## src/rtl/alu_exec_ctrl_pkg.sv

```systemverilog
// Shared definitions for the ALU execute controller: opcodes, FSM encoding and
// default sizes.
package alu_exec_ctrl_pkg;

    localparam int DW_DEF   = 32;
    localparam int NREG_DEF = 8;

    localparam logic [3:0] OP_NOTA       = 4'd0;
    localparam logic [3:0] OP_NOTB       = 4'd1;
    localparam logic [3:0] OP_AND        = 4'd2;
    localparam logic [3:0] OP_OR         = 4'd3;
    localparam logic [3:0] OP_XOR        = 4'd4;
    localparam logic [3:0] OP_XNOR       = 4'd5;
    localparam logic [3:0] OP_SLT        = 4'd6;
    localparam logic [3:0] OP_SGT        = 4'd7;
    localparam logic [3:0] OP_LSL        = 4'd8;
    localparam logic [3:0] OP_LSR        = 4'd9;
    localparam logic [3:0] OP_ASR        = 4'd10;
    localparam logic [3:0] OP_ADD        = 4'd11;
    localparam logic [3:0] OP_SUB        = 4'd12;
    localparam logic [3:0] OP_LAST_LEGAL = OP_SUB;

    typedef enum logic [1:0] {
        S_IDLE = 2'd0,
        S_READ = 2'd1,
        S_EXEC = 2'd2,
        S_WB   = 2'd3
    } exec_state_t;

    function automatic logic is_legal_op(input logic [3:0] op);
        return op <= OP_LAST_LEGAL;
    endfunction

endpackage

```

## src/rtl/alu_exec_ctrl_regfile.sv

```systemverilog
// 8x32 register file: one synchronous write port, two combinational read
// ports, register 0 hardwired to zero. Reset clears every entry.
module alu_regfile #(
    parameter int NREG = 8,
    parameter int DW   = 32
) (
    input  logic                    clk,
    input  logic                    reset,
    input  logic                    we,
    input  logic [$clog2(NREG)-1:0] waddr,
    input  logic [DW-1:0]           wdata,
    input  logic [$clog2(NREG)-1:0] raddr_a,
    output logic [DW-1:0]           rdata_a,
    input  logic [$clog2(NREG)-1:0] raddr_b,
    output logic [DW-1:0]           rdata_b
);

    logic [DW-1:0] mem [NREG];

    always_ff @(posedge clk) begin
        if (reset) begin
            for (int i = 0; i < NREG; i++) begin
                mem[i] <= '0;
            end
        end else if (we && (waddr != '0)) begin
            mem[waddr] <= wdata;
        end
    end

    assign rdata_a = (raddr_a == '0) ? '0 : mem[raddr_a];
    assign rdata_b = (raddr_b == '0) ? '0 : mem[raddr_b];

endmodule

```

## src/rtl/alu_exec_ctrl.sv

```systemverilog
// Multi-cycle execute controller in front of the combinational ALU: accepts an
// instruction, reads operands, drives the ALU, captures and writes back.
module alu_exec_ctrl
    import alu_exec_ctrl_pkg::*;
#(
    parameter int NREG = NREG_DEF,
    parameter int DW   = DW_DEF
) (
    input  logic                    clk,
    input  logic                    reset,
    input  logic                    i_valid,
    output logic                    o_ready,
    input  logic [3:0]              i_op,
    input  logic [$clog2(NREG)-1:0] i_ra,
    input  logic [$clog2(NREG)-1:0] i_rb,
    input  logic [$clog2(NREG)-1:0] i_rd,
    input  logic                    i_wr_en,
    input  logic [$clog2(NREG)-1:0] i_wr_addr,
    input  logic [DW-1:0]           i_wr_data,
    output logic [DW-1:0]           alu_a,
    output logic [DW-1:0]           alu_b,
    output logic [3:0]              alu_op,
    input  logic [DW-1:0]           alu_result,
    output logic                    o_valid,
    output logic [DW-1:0]           o_result,
    output logic                    o_zero,
    output logic                    o_err,
    output exec_state_t             dbg_state
);

    localparam int AW = $clog2(NREG);

    exec_state_t   state_q, state_d;
    logic [3:0]    op_q;
    logic [AW-1:0] ra_q, rb_q, rd_q;
    logic [DW-1:0] a_q, b_q, result_q;
    logic          zero_q, err_q;
    logic [DW-1:0] rf_rdata_a, rf_rdata_b;
    logic          rf_we;
    logic [AW-1:0] rf_waddr;
    logic [DW-1:0] rf_wdata;
    logic          in_idle, take_legal, take_illegal;

    // Handshake: an instruction transfers on a rising edge where i_valid and
    // o_ready are both high; o_ready is high only in IDLE. Illegal opcodes are
    // consumed without leaving IDLE and answered by a one-cycle o_err.
    assign in_idle      = (state_q == S_IDLE);
    assign take_legal   = in_idle && i_valid && is_legal_op(i_op);
    assign take_illegal = in_idle && i_valid && !is_legal_op(i_op);

    always_comb begin
        state_d = state_q;
        case (state_q)
            S_IDLE:  if (take_legal) state_d = S_READ;
            S_READ:  state_d = S_EXEC;
            S_EXEC:  state_d = S_WB;
            S_WB:    state_d = S_IDLE;
            default: state_d = S_IDLE;
        endcase
    end

    always_ff @(posedge clk) begin
        if (reset) begin
            state_q  <= S_IDLE;
            op_q     <= '0;
            ra_q     <= '0;
            rb_q     <= '0;
            rd_q     <= '0;
            a_q      <= '0;
            b_q      <= '0;
            result_q <= '0;
            zero_q   <= 1'b0;
            err_q    <= 1'b0;
        end else begin
            state_q <= state_d;
            err_q   <= take_illegal;
            if (take_legal) begin
                op_q <= i_op;
                ra_q <= i_ra;
                rb_q <= i_rb;
                rd_q <= i_rd;
            end
            if (state_q == S_READ) begin
                a_q <= rf_rdata_a;
                b_q <= rf_rdata_b;
            end
            if (state_q == S_EXEC) begin
                result_q <= alu_result;
                zero_q   <= (alu_result == '0);
            end
        end
    end

    // Host loads and writeback never coincide: host writes only land in IDLE.
    assign rf_we    = (in_idle && i_wr_en) || (state_q == S_WB);
    assign rf_waddr = (state_q == S_WB) ? rd_q : i_wr_addr;
    assign rf_wdata = (state_q == S_WB) ? result_q : i_wr_data;

    alu_regfile #(
        .NREG (NREG),
        .DW   (DW)
    ) u_regfile (
        .clk     (clk),
        .reset   (reset),
        .we      (rf_we),
        .waddr   (rf_waddr),
        .wdata   (rf_wdata),
        .raddr_a (ra_q),
        .rdata_a (rf_rdata_a),
        .raddr_b (rb_q),
        .rdata_b (rf_rdata_b)
    );

    assign o_ready   = in_idle;
    assign o_valid   = (state_q == S_WB);
    assign o_result  = result_q;
    assign o_zero    = zero_q;
    assign o_err     = err_q;
    assign alu_a     = a_q;
    assign alu_b     = b_q;
    assign alu_op    = op_q;
    assign dbg_state = state_q;

endmodule

```

## config.mk

```make
export PLATFORM = sky130hd
export DESIGN_NAME = alu_exec_ctrl
export DESIGN_NICKNAME = d
export VERILOG_FILES = /design/src/rtl/alu_exec_ctrl_pkg.sv /design/src/rtl/alu_exec_ctrl_regfile.sv /design/src/rtl/alu_exec_ctrl.sv
export SDC_FILE = /design/constraint.sdc
export NUM_CORES = 1
export LEC_CHECK = 0
export ABC_AREA = 1
export ABC_CLOCK_PERIOD_IN_PS = 2800
export BUFFER_PORTS_ARGS = -buffer_cell sky130_fd_sc_hd__buf_2
export CAP_MARGIN = 20
export CELL_PAD_IN_SITES_DETAIL_PLACEMENT = 0
export CELL_PAD_IN_SITES_GLOBAL_PLACEMENT = 2
export CORE_ASPECT_RATIO = 1.4
export CORE_MARGIN = 1
export CORE_UTILIZATION = 35
export DETAILED_ROUTE_END_ITERATION = 8
export PLACE_DENSITY = 0.84
export SYNTH_ARGS = -nofsm -noshare
export SYNTH_HDL_FRONTEND = slang
export SYNTH_SLANG_ARGS = --single-unit
```

## constraint.sdc

```tcl
create_clock -name clk -period 2.8 [get_ports clk]
set_input_delay 0.56 -clock clk [delete_from_list [all_inputs] [get_ports clk]]
set_output_delay 0.56 -clock clk [all_outputs]
set_load 0.01 [all_outputs]
```

# Word-level counts from Yosys, hierarchy flattened
# Memories as Yosys holds them, arrays and structs flattened. A register that Yosys moved wholly into a read port is not among the register bits.
# Index checks and enable logic that the tools add are counted.
[word_totals] register_bits=113 ramBits=256 inputBits=84 output_inout_bits=106 wordCells=47 memories=1
[memory_table] memory="u_regfile.mem" depth=8 word_bits=32 rd=2 rd_ports_with_merged_regs=2 wr=8 line="alu_exec_ctrl_regfile.sv:18" text="logic [DW-1:0] mem [NREG];"
[op_classes] n_lt_le_gt_ge=1 n_eq_ne=4 mux=18 reduce_logical=13
[op_table] cell="32-bit two-way mux" n=4
[op_table] cell="32-bit logical NOT" n=1
[op_table] cell="32-bit OR reduction" n=1
[op_table] cell="3-bit two-way mux" n=6
[op_table] cell="2-bit one-hot mux with 4 select lines" n=1
[op_table] cell="3-bit logical NOT" n=2
[op_table] cell="1-bit two-way mux" n=6
[op_table] cell="1-bit logical AND" n=5
[op_table] cell="2-bit equality test (second input constant)" n=2
[op_table] cell="4-bit less-or-equal comparator (second input constant)" n=1
[op_table] cell="3-bit nonzero test" n=1
[op_table] cell="2-bit by 1-bit equality test with 1-bit output (second input constant)" n=1
[op_table] cell="2-bit logical NOT" n=1
[op_table] cell="2-bit two-way mux" n=1
[op_table] cell="2-bit by 1-bit != test with 1-bit output (second input constant)" n=1
[op_table] cell="1-bit logical NOT" n=1
[op_table] cell="1-bit logical OR" n=1

# Logic depth before layout (Yosys ltp)
# Gate-level depths: netlist (run 1).
[depth] depth_word=9 depth_mapped=9 depth_no_buf=8

# By module
# Synthesis (run 1) repeated with hierarchy kept, for this count alone.
[unflattened] hier_cells=2546 area_unflattened_um2=19279.7
[by_module_without_submodules] mod="alu_regfile" n_inst=1 cells_per_inst=1904 area_per_inst_um2=14754.2 seq_area_each_um2=7687.4
[by_module_without_submodules] mod="alu_exec_ctrl" n_inst=1 cells_per_inst=642 area_per_inst_um2=4525.6 seq_area_each_um2=2262.2

# Worst setup path after synthesis (run 1)
# OpenSTA, ideal clock, no wires.
[synth_path] kind="reg-to-reg" from="register state_q[0] (netlist: dbg_state[0])" to="memory u_regfile.mem[6][0], enable pin" setup_ps=389 arrival_time_ps=2271 required_time_ps=2411 path_slack_ps=139 path_stages_with_launch=10 n_path_buf=2 period_less_slack_ps=2661 cell_sequence="dfxtp_1 > ha_1 > buf_4 > nand2_1 > o21ai_2 > inv_2 > nor2_1 > nand2_1 > buf_2 > nand2_1"
[synth_rtl] item="from (decl)" line="alu_exec_ctrl.sv:33" text="exec_state_t state_q, state_d;"
[synth_rtl] item="from (signal assigned)" line="alu_exec_ctrl.sv:75" text="state_q <= state_d;"
[synth_rtl] item="to (decl)" line="alu_exec_ctrl_regfile.sv:18"

==> run_results.csv, run 1 <==
group,metric,value,unit
clock_network,clkTransAtPathRegs,60,ps
sta,drv_slew,0,
floorplanning,coreArea,52270,sq um
yosys,netlist_area,18590,sq um
floorplanning,dieArea,54060,sq um
route,firstDrtPassIters,5,
power,ir_drop,438.2,uV
setup_path,crit_buf_inv,1,
clock_network,hold_buffers,0,
flow_run,drv_cap,0,
power,pwr-share-clk,31.1,%
power,leakage,9.817,nW
sta,timing.final.crit_share,87.73,%
yosys,synth-seq-cells,375,
floorplanning,die_y,274.7,microns
cells_and_area,antenna_cells,0,
clock_network,cts_buffer_depth,3,
yosys,synthCells,2371,
yosys,avgSynthCellArea,7.842,sq um
setup_path,crit_chain,"ha_2 -> buf_4 -> mux2i_1 -> nor2_1",
cells_and_area,multi_input_area,6895,sq um
floorplanning,num_rows,99,
yosys,ys_types,26,
floorplanning,pin_count,190,
cells_and_area,syn_to_final_growth,17.71,%
cells_and_area,final_util,41.87,%
setup_path,critPathMaxFanout,31,
clock_network,cts_setup_buffers,0,
placed_design,gp_congestion,0.7856,
route,vias,16540,
cells_and_area,n_fill_cell,5390,
status,status,"finished, final reports clean",
clock_network,h-tree-depth,2,
route,wirelength,63.68,mm
yosys,yosys_warnings,0,
global_route,grt_max_degree,129,
global_route,grt_pass1_vias,15950,
global_route,grt_use_total,23.28,%
sta,fmax,0.4071,GHz
sta,fin_tns_setup,0,ps
setup_path,r2r_start,"dbg_state[0]",
setup_path,critical_path.slowest_cell,"mux2i_1",
setup_path,cpPeakStageDelay,910,ps
route,routedWlPerCell,19.45,microns
global_route,overflow,0,
sta,rsz0062_at_grt,"false",
power,combinationalPowerShare,30.4,%
clock_network,cts_root_buffer,"clkbuf_16",
global_route,grt_pass1_wl,95.85,mm
setup_path,crit_start,"dbg_state[0]",
power,total_power,17.83,mW
floorplanning,initial_core_util,35.57,%
sta,post-route-worst-setup-slack,343.7,ps
setup_path,cp.arrival,2720,ps
clock_network,insertion_delay,560,ps
setup_path,end_kind,"register",
setup_path,crit_required,3060,ps
setup_path,critPathTopFamily,"multiplexers",
cells_and_area,nets,2623,
sta,worst_slew_pin_slew,1058,ps
min_path,min_from,"alu_result[31]",
power,power_frac_seq,38.5,%
setup_path,path_class,"reg2reg",
power,p_switching,6.377,mW
placed_design,place_ws,335.8,ps
sta,finClkSkew,23.29,ps
clock_network,cts_buffers,41,
min_path,worstHoldPathType,"in2reg",
clock_network,clkSinkCount,375,
sta,hold_violations,0,
power,powerDensity,814.4,nW/um^2
power,p_sw_share,35.78,%
placed_design,numPlacedInstances,3198,
sta,setup_viol,0,
cells_and_area,layout.cells.non_filler,3274,
sta,max_slew_margin,27.44,%
global_route,antenna_found_initial,0,
route,via_per_inst,5.051,
route,drc,0,
sta,fin_crit,2456,ps
setup_path,critPathLaunchType,"register",
yosys,yosysSeqAreaShare,54.16,%
cells_and_area,drive_above_1_share,12.66,%
power,internal_power,11.45,mW
clock_network,post_cts_resized,0,
placed_design,port_buffers,189,
clock_network,tritoncts,"built",
route,drtAntennaViolNets,0,
route,drt_iter0_drc,1483,
cells_and_area,seq_area,10080,sq um
placed_design,hpwl,37.68,mm
floorplanning,fp.dieW,196.8,microns
==> state kept, by name, summed over array words and instances, names as in the netlist, named ones only <==
name	flops
alu_op	4
o_zero	1
ra_q	3
rb_q	3
dbg_state	2
o_err	1
o_result	32
alu_a	32
alu_b	32
u_regfile.mem	256
rd_q	3
==> logic make-up after synthesis <==
family / synth area share (%)
compound gates: 3.950
simple gates: 31.03
flops: 54.16
fa+ha+maj: 0.3365
mux: 1.077
buf+inv: 9.427
other cells: 0.02017
==> power by group through the flow <==
stage | sequential (mW) | combinational (mW) | clock (mW)
2_1_floorplan | 7.05 | 3.22 | 0
3_3_place_gp | 6.96 | 5.38 | 0
3_5_place_dp | 6.97 | 5.42 | 0
4_1_cts | 6.86 | 5.44 | 5.67
5_1_grt | 6.93 | 5.96 | 5.84
6_report | 6.86 | 5.43 | 5.54
==> layout by cell type (no fill, tap or decap), types with 16 or more instances in the layout <==
cell       instances
dfxtp_1          115
buf_12            16
nand3_1          454
clkbuf_16         44
o21ai_0           44
nor2_1           299
buf_4             42
conb_1            32
nand2_1          612
buf_2            188
a21oi_1           85
inv_1            280
mux2i_1           20
edfxtp_1         256
==> worst paths after layout <==
check | cells after the start | slack (ps) | to
worst min-delay path | 3 | 240 | o_result[31]
worst max-delay path | 4 | 340 | u_regfile.mem[6][7]
worst min register to register | 2 | 460 | alu_a[21]
worst max register to register | 4 | 340 | u_regfile.mem[6][7]
==> layer usage <==
| metal | up-vias | part of all wire, % | track usage [%] |
|---|---|---|---|
| li1 | 7907 | - | - |
| met1 | 7870 | 43 | 30.25 |
| met2 | 636 | 48 | 39.80 |
| met3 | 124 | 6.2 | 3.077 |
| met4 | 0 | 2.9 | 7.895 |
| met5 | - | 0 | 0 |
==> synth_stat cells, drive strengths merged <==
| library cell | count | share of area [%] |
|---|---|---|
| mux2i | 20 | 1.1 |
| and3 | 1 | 0.034 |
| a21oi | 85 | 2.3 |
| nor2 | 303 | 6.1 |
| nand4 | 1 | 0.034 |
| buf | 75 | 1.9 |
| inv | 289 | 5.8 |
| nand2 | 614 | 12 |
| clkbuf | 82 | 1.7 |
| nor3 | 3 | 0.081 |
| o21ai | 59 | 1.6 |
| or2 | 2 | 0.067 |
| nand3 | 454 | 12 |
| conb | 1 | 0.020 |
| edfxtp | 256 | 41 |
| dfxtp | 119 | 13 |
| ha | 5 | 0.34 |
| nor4 | 1 | 0.034 |
| o22ai | 1 | 0.034 |
==> worst register-to-register path, cell delays in order (launching register included) <==
cell     delay, ps
dfxtp_1        400
ha_2           290
buf_4          400
mux2i_1        940
nor2_1         130
==> final cells by class <==
type	instances	area share [%]
Timing Repair Buffer	246	7.203
Tap cell	707	4.042
Multi-Input combinational cell	1581	31.50
Clock inverter	17	0.7146
Clock buffer	59	5.517
Inverter	289	4.968
Sequential cell	375	46.05
==> stage by stage <==
step / hold slack [ps] / cell area, sq um
final: 240.4 / 21890
after global routing: 251.7 / 21890
after CTS: 214.6 / 21890
after detailed placement: 452.9 / 20520
after global placement: 449.7 / 20520
after floorplan: 469.8 / 18710
No activity file was read; power rests on OpenSTA's default activity.
==> inputs of run 2 (changes only) <==
--- a/config.mk
+++ b/config.mk
@@ -15,7 +15,8 @@
 export CORE_MARGIN = 1
 export CORE_UTILIZATION = 35
 export DETAILED_ROUTE_END_ITERATION = 8
-export PLACE_DENSITY = 0.84
+export PLACE_DENSITY = 0.85
 export SYNTH_ARGS = -nofsm -noshare
 export SYNTH_HDL_FRONTEND = slang
+export SYNTH_HIERARCHICAL = 1
 export SYNTH_SLANG_ARGS = --single-unit
==> run_results.csv, run 2 <==
group,metric,value,unit
cells_and_area,seq_area,9961,sq um
clock_network,clkTransAtPathRegs,60,ps
clock_network,cts_buffer_depth,3,
route,drc,0,
sta,fmax,0.4197,GHz
clock_network,cts_buffers,40,
yosys,avgSynthCellArea,7.573,sq um
cells_and_area,final_util,41.23,%
setup_path,critPathMaxFanout,36,
clock_network,tritoncts,"built",
sta,fin_crit,2382,ps
cells_and_area,final_cell_mix,"nand2_1 (740), nor2_1 (439), inv_1 (312)",
cells_and_area,syn_to_final_growth,16.20,%
yosys,async_flop_share,0,%
cells_and_area,nets,2791,
placed_design,gp_congestion,0.8094,
route,wirelength,64.22,mm
clock_network,cts_root_buffer,"clkbuf_16",
sta,worst_hold_slack,237.2,ps
floorplanning,initial_core_util,35.48,%
route,via_per_inst,4.965,
sta,rsz0062_at_grt,"false",
yosys,synth_top_area_cell,"edfxtp_1",
floorplanning,dieArea,56040,sq um
sta,finClkSkew,22.81,ps
power,total_power,19.58,mW
clock_network,h-tree-depth,2,
clock_network,cts_setup_buffers,0,
flow_run,drv_cap,0,
route,firstDrtPassIters,6,
clock_network,clkSinkCount,369,
global_route,grt_max_degree,162,
placed_design,place_area,21090,sq um
cells_and_area,n_fill_cell,5765,
placed_design,port_buffers,189,
route,routedWlPerCell,18.60,microns
global_route,overflow,0,
yosys,netlist_area,19280,sq um
yosys,synth_edf_count,256,
placed_design,place_ws,421.2,ps
sta,hold_violations,0,
yosys,synth-seq-cells,369,
cells_and_area,layout.cells.non_filler,3453,
route,drtAntennaViolNets,0,
setup_path,critPathLaunchType,"register",
route,vias,17140,
status,status,"finished, final reports clean",
route,drt_iter0_drc,1228,
clock_network,post_cts_resized,0,
yosys,ys.flop_type,"edfxtp_1",
cells_and_area,largest_register_ffs,256,
sta,worst_slew_pin_slew,1026,ps
yosys,ys_types,29,
global_route,grt_pass1_wl,99.13,mm
power,powerDensity,874.0,nW/um^2
sta,timing.final.crit_share,85.09,%
clock_network,hold_buffers,0,
global_route,grt_use_total,22.86,%
setup_path,path_class,"reg2reg",
cells_and_area,top_register,"u_regfile/mem",
sta,setup_viol,0,
yosys,synthDominantCellAreaShare,39.87,%
floorplanning,num_rows,101,
setup_path,end_kind,"register",
sta,max_slew_margin,31.61,%
floorplanning,pin_count,190,
yosys,synth.most_common_cell,"nand2_1",
power,ir_drop,467.7,uV
power,leakage,10.49,nW
floorplanning,coreArea,54340,sq um
yosys,yosysSeqAreaShare,51.61,%
min_path,worstHoldPathType,"in2reg",
clock_network,insertion_delay,570,ps
global_route,antenna_found_initial,0,
yosys,yosys-top-cells-count,"nand2_1 (743), nor2_1 (439), inv_1 (314), edfxtp_1 (256), nand3_1 (181)",
floorplanning,fp.dieW,200.4,microns
placed_design,numPlacedInstances,3382,
cells_and_area,multi_input_area,7458,sq um
sta,fin_tns_setup,0,ps
placed_design,hpwl,41.05,mm
yosys,yosys_warnings,6,
global_route,grt_pass1_vias,16830,
setup_path,crit_required,3060,ps
setup_path,cp.arrival,2640,ps
sta,post-route-worst-setup-slack,417.6,ps
yosys,synth_area_leaders,"edfxtp_1 (40%), nand2_1 (14%), dfxtp_1 (12%), nor2_1 (8.5%), inv_1 (6.1%)",
sta,drv_slew,0,
cells_and_area,drive_above_1_share,12.41,%
cells_and_area,stdcell_area,22400,sq um
yosys,synthCells,2546,
cells_and_area,final_common_cell,"nand2_1",
cells_and_area,antenna_cells,0,
floorplanning,die_y,279.7,microns
run 2: changes by cell type after synthesis, sizes merged, moves of 20 or more:
cell,change
nand3,-273
o21ai,+53
clkbuf,-38
a21oi,-67
mux2i,-20
o211ai,+112
nor3,+62
nor2,+138
buf,+49
inv,+32
nand2,+132
run 2: routing by layer:
layer | part of all wire [%] | track usage, % | vias up
met5 | 0 | 0 | -
met4 | 3.6 | 9.121 | 0
met3 | 6.8 | 3.769 | 135
met2 | 47 | 38.60 | 640
met1 | 43 | 29.09 | 8003
li1 | - | - | 8366
run 2: area by class of cell:
cell class | instances | share of cell area [%]
clock inverters | 27 | 1.128
well taps | 721 | 4.027
clock buffers | 44 | 4.725
multi-input cells | 1718 | 33.29
inverters | 322 | 5.417
flip-flops and latches | 369 | 44.46
repair buffers | 252 | 6.948
run 2: power breakdown:
part           total (mW)  internal, mW  switching (mW)
sequential           7.16          6.72           0.447
combinational        7.03          2.12            4.91
clock                5.39          3.10            2.29
run 2: final timing paths:
path | from | end | slack [ps] | cells past startpoint
max | dbg_state[1] | u_regfile/mem[7][5] | 420 | 7
min | alu_result[26] | o_result[26] | 240 | 3
max reg2reg | dbg_state[1] | u_regfile/mem[7][5] | 420 | 7
min reg2reg | alu_op[3] | alu_op[3] | 480 | 2
run 2: logic make-up after synthesis:
logic type	Yosys count	synth area share (%)
and+or+nand+nor	1440	29.84
buffers and inverters	490	10.48
DFF	369	51.61
AOI/OAI and AO/OA	242	7.794
adders and majority gates	4	0.2596
other	1	0.01945
run 2: worst max-delay path, cell delays in order (launching register included):
cell and delay [ps]:
dfxtp_1 400, ha_1 210, buf_4 380, nand2_1 110, nand2_1 170, nand4_1 200, nand2_2 380, buf_12 200
==> inputs of run 3 (changes only) <==
--- a/config.mk
+++ b/config.mk
@@ -15,7 +15,7 @@
 export CORE_MARGIN = 1
 export CORE_UTILIZATION = 35
 export DETAILED_ROUTE_END_ITERATION = 8
-export PLACE_DENSITY = 0.85
+export PLACE_DENSITY_LB_ADDON = 0.2
 export SYNTH_ARGS = -nofsm -noshare
 export SYNTH_HDL_FRONTEND = slang
 export SYNTH_HIERARCHICAL = 1
==> run_results.csv, run 3 (same netlist as run 2, synthesis figures left out) <==
group,metric,value,unit
status,status,"finished, final reports clean",
sta,drv_slew,0,
power,p_switching,7.754,mW
power,pwr-share-clk,29.4,%
power,p_sw_share,38.46,%
setup_path,timing.rr.end,"u_regfile/mem[3][6]",
route,firstDrtPassIters,6,
setup_path,critPathMaxFanout,36,
sta,setup_viol,0,
global_route,antenna_found_initial,1,
floorplanning,coreArea,54340,sq um
power,power_frac_seq,35.9,%
setup_path,cp.arrival,2680,ps
cells_and_area,final_cell_mix,"nand2_1 (740), nor2_1 (439), inv_1 (312)",
power,powerDensity,895.2,nW/um^2
power,total_power,20.16,mW
placed_design,place_ws,424.4,ps
min_path,worstHoldPathType,"in2reg",
clock_network,cts_setup_buffers,0,
floorplanning,dieArea,56040,sq um
sta,timing.final.crit_share,85.35,%
placed_design,hpwl,43.99,mm
global_route,grt_max_degree,91,
flow_run,drv_cap,0,
floorplanning,num_rows,101,
setup_path,crit_buf_inv,3,
setup_path,critPathMostFrequentCell,"nand2_1",
floorplanning,initial_core_util,35.48,%
cells_and_area,final_common_cell,"nand2_1",
min_path,whs_path_depth,3,
setup_path,critical_path.slowest_cell,"inv_2",
global_route,grt_use_total,24.05,%
cells_and_area,final_util,41.45,%
cells_and_area,nets,2791,
sta,post-route-worst-setup-slack,410.3,ps
setup_path,rrSetupSlack,410,ps
route,met3WireLength,3.983,mm
route,vias,17110,
setup_path,cpPeakStageDelay,470,ps
setup_path,crit_required,3090,ps
setup_path,r2r_start,"dbg_state[0]",
clock_network,clkSinkCount,369,
route,drtAntennaViolNets,0,
min_path,min_from,"alu_result[1]",
floorplanning,die_y,279.7,microns
cells_and_area,n_fill_cell,5688,
placed_design,numPlacedInstances,3381,
route,wl_met2,33.10,mm
setup_path,reg2reg_depth,8,
sta,fin_crit,2390,ps
sta,worst_slew_pin_slew,703.7,ps
clock_network,cts_buffer_depth,3,
route,via_per_inst,4.950,
setup_path,crit_chain,"ha_1 -> inv_2 -> nand2_1 -> nand2_1 -> inv_1 -> nand2_1 -> buf_4 -> nor3_1",
clock_network,cts_root_buffer,"clkbuf_16",
route,wirelength,67.75,mm
global_route,grt_pass1_vias,16690,
sta,rsz0062_at_grt,"false",
power,ir_drop,432.6,uV
route,wl_met1,28.39,mm
clock_network,h-tree-depth,2,
placed_design,port_buffers,189,
global_route,overflow,0,
sta,fmax,0.4185,GHz
route,drt_iter0_drc,1125,
floorplanning,fp.dieW,200.4,microns
sta,hold_violations,0,
setup_path,end_kind,"register",
clock_network,insertion_delay,590,ps
min_path,holdPathEnd,"o_result[1]",
route,routedWlPerCell,19.60,microns
clock_network,clkTransAtPathRegs,60,ps
placed_design,gp_congestion,0.8166,
cells_and_area,top_register,"u_regfile/mem",
clock_network,tritoncts,"built",
clock_network,cts_buffers,41,
cells_and_area,drive_above_1_share,12.47,%
power,internal_power,12.41,mW
cells_and_area,largest_register_ffs,256,
clock_network,post_cts_resized,0,
setup_path,critPathTopFamily,"buffers and inverters",
floorplanning,pin_count,190,
sta,max_slew_margin,53.09,%
sta,worst_hold_slack,220.0,ps
cells_and_area,layout.cells.non_filler,3457,
setup_path,critPathLaunchType,"register",
setup_path,path_class,"reg2reg",
power,combinationalPowerShare,34.6,%
sta,finClkSkew,28.91,ps
clock_network,hold_buffers,0,
route,drc,0,
route,maxUsedRoutingLayer,"met5",
power,leakage,10.55,nW
cells_and_area,syn_to_final_growth,16.82,%
global_route,grt_pass1_wl,102.1,mm
==> run 3: cell types whose count changed in the layout (fill, tap and decap cells not counted), moves of 2 or more <==
cell / previous run / this run
bufinv_16: 4 / 8
clkbuf_1: 2 / 7
clkbuf_8: 0 / 2
clkinv_1: 9 / 6
clkinvlp_4: 4 / 2
==> run 3: cell type report <==
type,count,area [sq um],share of cell area [%]
flip-flops and latches,369,9962,44.23
clock buffers,52,1130,5.016
repair buffers,251,1536,6.822
multi-input cells,1718,7458,33.11
diodes,1,2.502,0.01111
inverters,322,1215,5.394
well taps,721,902.1,4.005
clock inverters,23,316.6,1.405
==> run 3: worst max path at each step <==
stage / startpoint / endpoint / slack [ps] / depth (start not counted)
after global routing: dbg_state[0] / u_regfile/mem[3][4] / 210 / 8
after global placement: dbg_state[0] / u_regfile/mem[3][11] / 490 / 8
final: dbg_state[0] / u_regfile/mem[3][6] / 410 / 8
after detailed placement: dbg_state[0] / u_regfile/mem[2][2] / 420 / 7
after floorplan: dbg_state[1] / u_regfile/mem[3][0] / -50 / 10
after CTS: dbg_state[0] / u_regfile/mem[3][6] / 410 / 8
==> run 3: worst register-to-register path: cells and delay by family (launching register included) <==
| family | cells | cell delay (ps) |
|---|---|---|
| adder cells (fa/ha/maj) | 1 | 240 |
| buffers and inverters | 3 | 970 |
| flip-flops | 1 | 350 |
| AND/OR/NAND/NOR | 4 | 550 |
==> run 3: power by group through the flow <==
stage               registers [mW]  logic (mW)  clock network, mW
floorplan                     7.44        4.30                  0
global placement              7.35        7.03                  0
detailed placement            7.36        7.05                  0
CTS                           7.25        7.08               6.10
global route                  7.36        7.80               6.27
finish                        7.25        6.98               5.94
==> run 3: routing by layer <==
metal  up-vias  GRT usage (%)
li1       8379              -
met1      8050          29.88
met2       565          41.78
met3       115          3.955
met4         2          8.945
met5         -              0
==> run 3: metrics by stage <==
stage	TNS [ps]	cell area, sq um
6_report	0	22520
5_1_grt	0	22520
4_1_cts	0	22520
3_5_place_dp	0	21070
3_3_place_gp	0	21070
2_1_floorplan	-3293	19410
